## src/rtl/button_event_classifier_pkg.sv

```systemverilog
// button_event_classifier_pkg: state encoding and default timing shared by the button blocks
package btn_pkg;
  typedef enum logic [1:0] {WAIT_REL, IDLE, PRESSED, LONG} btn_state_t;
  localparam int LONG_TIME_DEF = 3000;
  localparam int REPEAT_TIME_DEF = 500;
  function automatic int max2(input int a, input int b);
    return (a > b) ? a : b;
  endfunction
endpackage

```

## src/rtl/button_event_classifier_if.sv

```systemverilog
// button_event_classifier_if: button level in, classified events out
interface button_event_classifier_if;
  logic btn_db;
  logic enable;
  logic press_pulse;
  logic short_pulse;
  logic long_pulse;
  logic held;
  logic repeat_pulse;
  modport master (output btn_db, enable, input press_pulse, short_pulse, long_pulse, held, repeat_pulse);
  modport slave (input btn_db, enable, output press_pulse, short_pulse, long_pulse, held, repeat_pulse);
endinterface

```

## src/rtl/button_event_classifier_press_timer.sv

```systemverilog
// press_timer: hold counter with clear, load-one, increment and terminal compare
module press_timer #(
  parameter int W = 4
) (
  input  logic         clk,
  input  logic         rst,
  input  logic         clr,
  input  logic         start,
  input  logic         inc,
  input  logic [W-1:0] limit,
  output logic         hit
);
  logic [W-1:0] cnt;
  always_ff @(posedge clk or negedge rst)
    if (!rst) cnt <= '0;
    else if (clr) cnt <= '0;
    else if (start) cnt <= W'(1);
    else if (inc) cnt <= cnt + 1'b1;
  assign hit = cnt == limit;
endmodule

```

## src/rtl/button_event_classifier.sv

```systemverilog
// button_event_classifier: debounced level to press/short/long/repeat events.
// Auto-repeat in LONG is compiled in with BUTTON_AUTO_REPEAT_EN.
module button_event_classifier
  import btn_pkg::*;
#(
  parameter int LONG_TIME = LONG_TIME_DEF,
  parameter int REPEAT_TIME = REPEAT_TIME_DEF
) (
  input logic clk,
  input logic rst,
  button_event_classifier_if.slave bus
);
  localparam int W = $clog2(max2(LONG_TIME, REPEAT_TIME) + 1);
  btn_state_t state, nxt;
  logic clr, start, inc, hit;
  logic p_n, s_n, l_n, r_n;
  logic p_q, s_q, l_q, r_q, h_q;
  logic [W-1:0] limit;
`ifdef BUTTON_AUTO_REPEAT_EN
  assign limit = (state == LONG) ? W'(REPEAT_TIME - 1) : W'(LONG_TIME - 1);
`else
  assign limit = W'(LONG_TIME - 1);
`endif
  press_timer #(.W(W)) timer (
    .clk(clk), .rst(rst), .clr(clr), .start(start), .inc(inc), .limit(limit), .hit(hit)
  );
  // enable beats release, release beats threshold
  always_comb begin
    nxt = state;
    clr = 1'b0;
    start = 1'b0;
    inc = 1'b0;
    p_n = 1'b0;
    s_n = 1'b0;
    l_n = 1'b0;
    r_n = 1'b0;
    case (state)
      WAIT_REL: if (!bus.btn_db) nxt = IDLE;
      IDLE: if (bus.enable && bus.btn_db) begin
        nxt = PRESSED;
        p_n = 1'b1;
        start = 1'b1;
      end
      PRESSED: if (!bus.enable) begin
        nxt = WAIT_REL;
        clr = 1'b1;
      end else if (!bus.btn_db) begin
        nxt = IDLE;
        s_n = 1'b1;
        clr = 1'b1;
      end else if (hit) begin
        nxt = LONG;
        l_n = 1'b1;
        clr = 1'b1;
      end else inc = 1'b1;
      default: if (!bus.enable) begin
        nxt = WAIT_REL;
        clr = 1'b1;
      end else if (!bus.btn_db) begin
        nxt = IDLE;
        clr = 1'b1;
`ifdef BUTTON_AUTO_REPEAT_EN
      end else if (hit) begin
        r_n = 1'b1;
        clr = 1'b1;
      end else inc = 1'b1;
`else
      end
`endif
    endcase
  end
  always_ff @(posedge clk or negedge rst)
    if (!rst) begin
      state <= WAIT_REL;
      {p_q, s_q, l_q, r_q, h_q} <= '0;
    end else begin
      state <= nxt;
      {p_q, s_q, l_q, r_q} <= {p_n, s_n, l_n, r_n};
      h_q <= nxt == LONG;
    end
  assign bus.press_pulse = p_q;
  assign bus.short_pulse = s_q;
  assign bus.long_pulse = l_q;
  assign bus.repeat_pulse = r_q;
  assign bus.held = h_q;
endmodule

```

## src/flat_wrapper.sv

```systemverilog
// flat-port wrapper written by rule: the top's interface ports become plain ports
module button_event_classifier_flat import btn_pkg::*;
#(
  parameter int LONG_TIME = LONG_TIME_DEF,
  parameter int REPEAT_TIME = REPEAT_TIME_DEF
)
  (clk, rst, bus_btn_db, bus_enable, bus_press_pulse, bus_short_pulse, bus_long_pulse, bus_held, bus_repeat_pulse);
  button_event_classifier_if bus_i ();
  input logic clk;
  input logic rst;
  input wire logic [$bits(bus_i.btn_db)-1:0] bus_btn_db;
  input wire logic [$bits(bus_i.enable)-1:0] bus_enable;
  output wire logic [$bits(bus_i.press_pulse)-1:0] bus_press_pulse;
  output wire logic [$bits(bus_i.short_pulse)-1:0] bus_short_pulse;
  output wire logic [$bits(bus_i.long_pulse)-1:0] bus_long_pulse;
  output wire logic [$bits(bus_i.held)-1:0] bus_held;
  output wire logic [$bits(bus_i.repeat_pulse)-1:0] bus_repeat_pulse;
  assign bus_i.btn_db = bus_btn_db;
  assign bus_i.enable = bus_enable;
  assign bus_press_pulse = bus_i.press_pulse;
  assign bus_short_pulse = bus_i.short_pulse;
  assign bus_long_pulse = bus_i.long_pulse;
  assign bus_held = bus_i.held;
  assign bus_repeat_pulse = bus_i.repeat_pulse;
  button_event_classifier #(.LONG_TIME(LONG_TIME), .REPEAT_TIME(REPEAT_TIME)) u_core (.clk(clk), .rst(rst), .bus(bus_i));
endmodule
```

## config.mk

```make
export PLATFORM = sky130hd
export DESIGN_NAME = button_event_classifier_flat
export DESIGN_NICKNAME = d
export VERILOG_FILES = /design/src/rtl/button_event_classifier_pkg.sv /design/src/rtl/button_event_classifier_if.sv /design/src/rtl/button_event_classifier_press_timer.sv /design/src/rtl/button_event_classifier.sv /design/src/flat_wrapper.sv
export SDC_FILE = /design/constraint.sdc
export NUM_CORES = 1
export LEC_CHECK = 0
export ABC_AREA = 1
export CAP_MARGIN = 30
export CORE_UTILIZATION = 55
export DETAILED_ROUTE_END_ITERATION = 6
export HOLD_SLACK_MARGIN = 0.03
export MAX_ROUTING_LAYER = met4
export PLACE_DENSITY = 0.76
export SYNTH_ARGS = -nofsm -noshare
export SYNTH_HDL_FRONTEND = slang
export SYNTH_SLANG_ARGS = --single-unit
export TNS_END_PERCENT = 50
```

## constraint.sdc

```tcl
create_clock -name clk -period 2.3 [get_ports clk]
set_clock_uncertainty 0.2 [all_clocks]
set_input_delay 0.345 -clock clk [delete_from_list [all_inputs] [get_ports clk]]
set_output_delay 0.345 -clock clk [all_outputs]
set_load 0.03 [all_outputs]
```

==> results.yml <==
critical_path:
  cp_max_fo: 9
  startpoint_type: "flip-flop"
  critPathTopFamily: "simple AND/OR/NAND/NOR gates"
  cp.arrival_ps: 2080
  cp_cell_sequence: "ha_1 > nand2_1 > nor2_4 > nand3_2 > nor2_1 > nor2_2 > nand2_2 > nor2_1"
  rr_worst_depth: 8
  worstSetupPathDepth: 8
  slowest_stage: "dfrtp_1"
  crit_end: "u_core.timer.cnt[5]$_DFFE_PN0P_"
  critical_path_buf_inv_count: 0
  r2r-start: "u_core.timer.cnt[0]$_DFFE_PN0P_"
  cp_data_required_time_ps: 2330
  critPathLaunch: "u_core.timer.cnt[0]$_DFFE_PN0P_"
  r2r_slack_ps: 260
  worst_setup_path_end_kind: "flip-flop"
  crit_top_cell: "nor2_1"
  critPathMaxStageDelay_ps: 470
  r2r_end: "u_core.timer.cnt[5]$_DFFE_PN0P_"
  setup.worst_path.class: "reg2reg"
finish:
  layout_common_cells: "nand2_1 (40), nor2_1 (20), dfrtp_1 (18)"
  antenna_cells: 0
  stdcell_count: 184
  fillers: 151
  mostFrequentLayoutCell: "nand2_1"
  fin_util_pct: 68.63
  postLayoutCellArea_um2: 1224
  drive_gt1_share_pct: 13.21
  finalNetCount: 165
  area_delta_synth_final_pct: 12.28
grt:
  grt_use_total_pct: 25.13
  grt-busiest-layer: "met2"
  grt_pass1_vias: 878
  grt_pass1_wl_mm: 3.657
  met1_usage_pct: 33.01
  antenna_found_initial: 0
  grt_overflow: 0
  grt_use_met2_pct: 38.61
  grt_util_met3_pct: 2.353
  grt_start_max_net_pins: 19
synthesis:
  syn_area_um2: 1090
  synth_seq_area_share_pct: 41.33
  synth-seq-cells: 18
  synth_edf_count: 0
  ys_warn_count: 0
  synth_flop_cell: "dfrtp_1"
  async_flop_share_pct: 100.0
  syn_nets: 153
  synth.distinct_cells: 26
  netlist_instances: 148
  postSynthAreaPerCell_um2: 7.363
sta:
  hold_violations: 0
  tns_ps: 0
  grt_setup_unrepaired: "no"
  layout_min_cycle_time_ps: 2045
  setup_violations: 0
  drv_slew: 0
  fin_crit_sh_pct: 88.89
  clock.fmax_ghz: 0.4891
die:
  rows: 15
  coreArea_um2: 1783
  start_util_pct: 61.12
  ios: 9
  die_w_um: 46.52
  die_area_um2: 2164
  die_h_um: 46.52
clock_tree:
  cts_resized: 0
  clock-sinks: 18
  root_buffer: "clkbuf_4"
  cts_buffers: 3
  tritoncts: "yes"
  cts_setup_buffers: 0
  cts_max_level: 1
  clkTransAtPathRegs_ps: 100
  clk_latency_ps: 300
  holdBufCountCts: 0
  cts_buffer_depth: 2
worst_hold_path:
  hold_class: "in2async"
power_and_ir_drop:
  leakage_uw: 0.0005650
  ir_drop_mv: 0.3928
  p_total_uw: 615.0
  pwr_density_cell_nw_per_um2: 502.6
placed_design:
  dpl_cell_area_um2: 1187
  dp_hpwl_mm: 1.695
  place.gp.congestion: 0.9289
  port_buffers: 7
  dpl.cell_count: 180
routing:
  vias_per_cell: 5.277
  firstDrtPassIters: 4
  drtIter0Drc: 36
  drtAntennaViolNets: 0
  totalWireLength_mm: 2.234
  route.detailed.drc: 0
  wl_per_cell_um: 12.14
  vias: 971
status:
  status: "finished clean"
job:
  max_cap_violations: 0
==> synthesized netlist by cell type (all sizes together), types with 2 or more instances <==
cell type,instances,area [um^2]
a21oi,3,15.01
buf,2,18.77
dfrtp,18,450.4
inv,19,73.83
nand2,44,193.9
nand3,19,105.1
nand4,4,25.02
nor2,24,110.1
nor3,6,35.03
o21ai,2,10.01
o21bai,2,15.01
==> metal layers <==
layer  wire length (um)  vias to the layer above  part of all wire, %
li1                   -                      492                    -
met1               1053                      450                   47
met2               1044                       24                   47
met3                 99                        5                  4.4
met4                 38                        0                  1.7
met5                  0                        -                    0
==> logic make-up after synthesis <==
kind of cell,after synthesis,share of synthesized area (%)
flops,18,41.33
buf+inv,22,8.956
xor+xnor,1,0.8038
compound gates,7,3.673
other cells,1,0.3441
fa+ha+maj,1,1.148
simple gates,98,43.74
==> sequential cells by signal, summed over array words and instances, names as in the netlist <==
| register | count |
|---|---|
| u_core.bus.long_pulse | 1 |
| u_core.bus.press_pulse | 1 |
| u_core.timer.cnt | 12 |
| u_core.state | 2 |
| u_core.bus.held | 1 |
| u_core.bus.short_pulse | 1 |
==> metrics by stage <==
stage                     hold WS [ps]  setup WS, ps
after detailed placement         323.7         215.5
after global placement           317.0         296.1
after CTS                        175.6         266.0
final                            164.6         255.5
after floorplan                 -150.6         644.5
after global routing             197.7         151.0
==> worst min path at each step <==
stage | from | endpoint | slack, ps | depth (start not counted)
6_report | rst | u_core.timer.cnt[11]$_DFFE_PN0P_ | 160 | 2
5_1_grt | rst | u_core.timer.cnt[11]$_DFFE_PN0P_ | 200 | 2
4_1_cts | rst | u_core.timer.cnt[11]$_DFFE_PN0P_ | 180 | 2
3_5_place_dp | u_core.state[1]$_DFF_PN0_ | u_core.bus.press_pulse$_DFF_PN0_ | 320 | 1
3_3_place_gp | u_core.state[1]$_DFF_PN0_ | u_core.bus.press_pulse$_DFF_PN0_ | 320 | 1
2_1_floorplan | rst | u_core.bus.held$_DFF_PN0_ | -150 | 0
==> final cells by class <==
cell class              count  area (um^2)  area share, %
multi-input cells         108        541.8          44.27
flip-flops and latches     18        450.4          36.81
repair buffers              9        85.08          6.953
inverters                  20        78.83          6.442
clock buffers               4        36.28          2.965
well taps                  25        31.28          2.556
==> power breakdown <==
part | internal [uW] | switching [uW] | leakage [uW]
combinational | 25.5 | 51.4 | 0.000299
sequential | 329 | 15.4 | 0.000245
clock | 96.7 | 97.2 | 0.0000210
total | 451 | 164 | 0.000565
No activity file was read; power rests on OpenSTA's default activity.
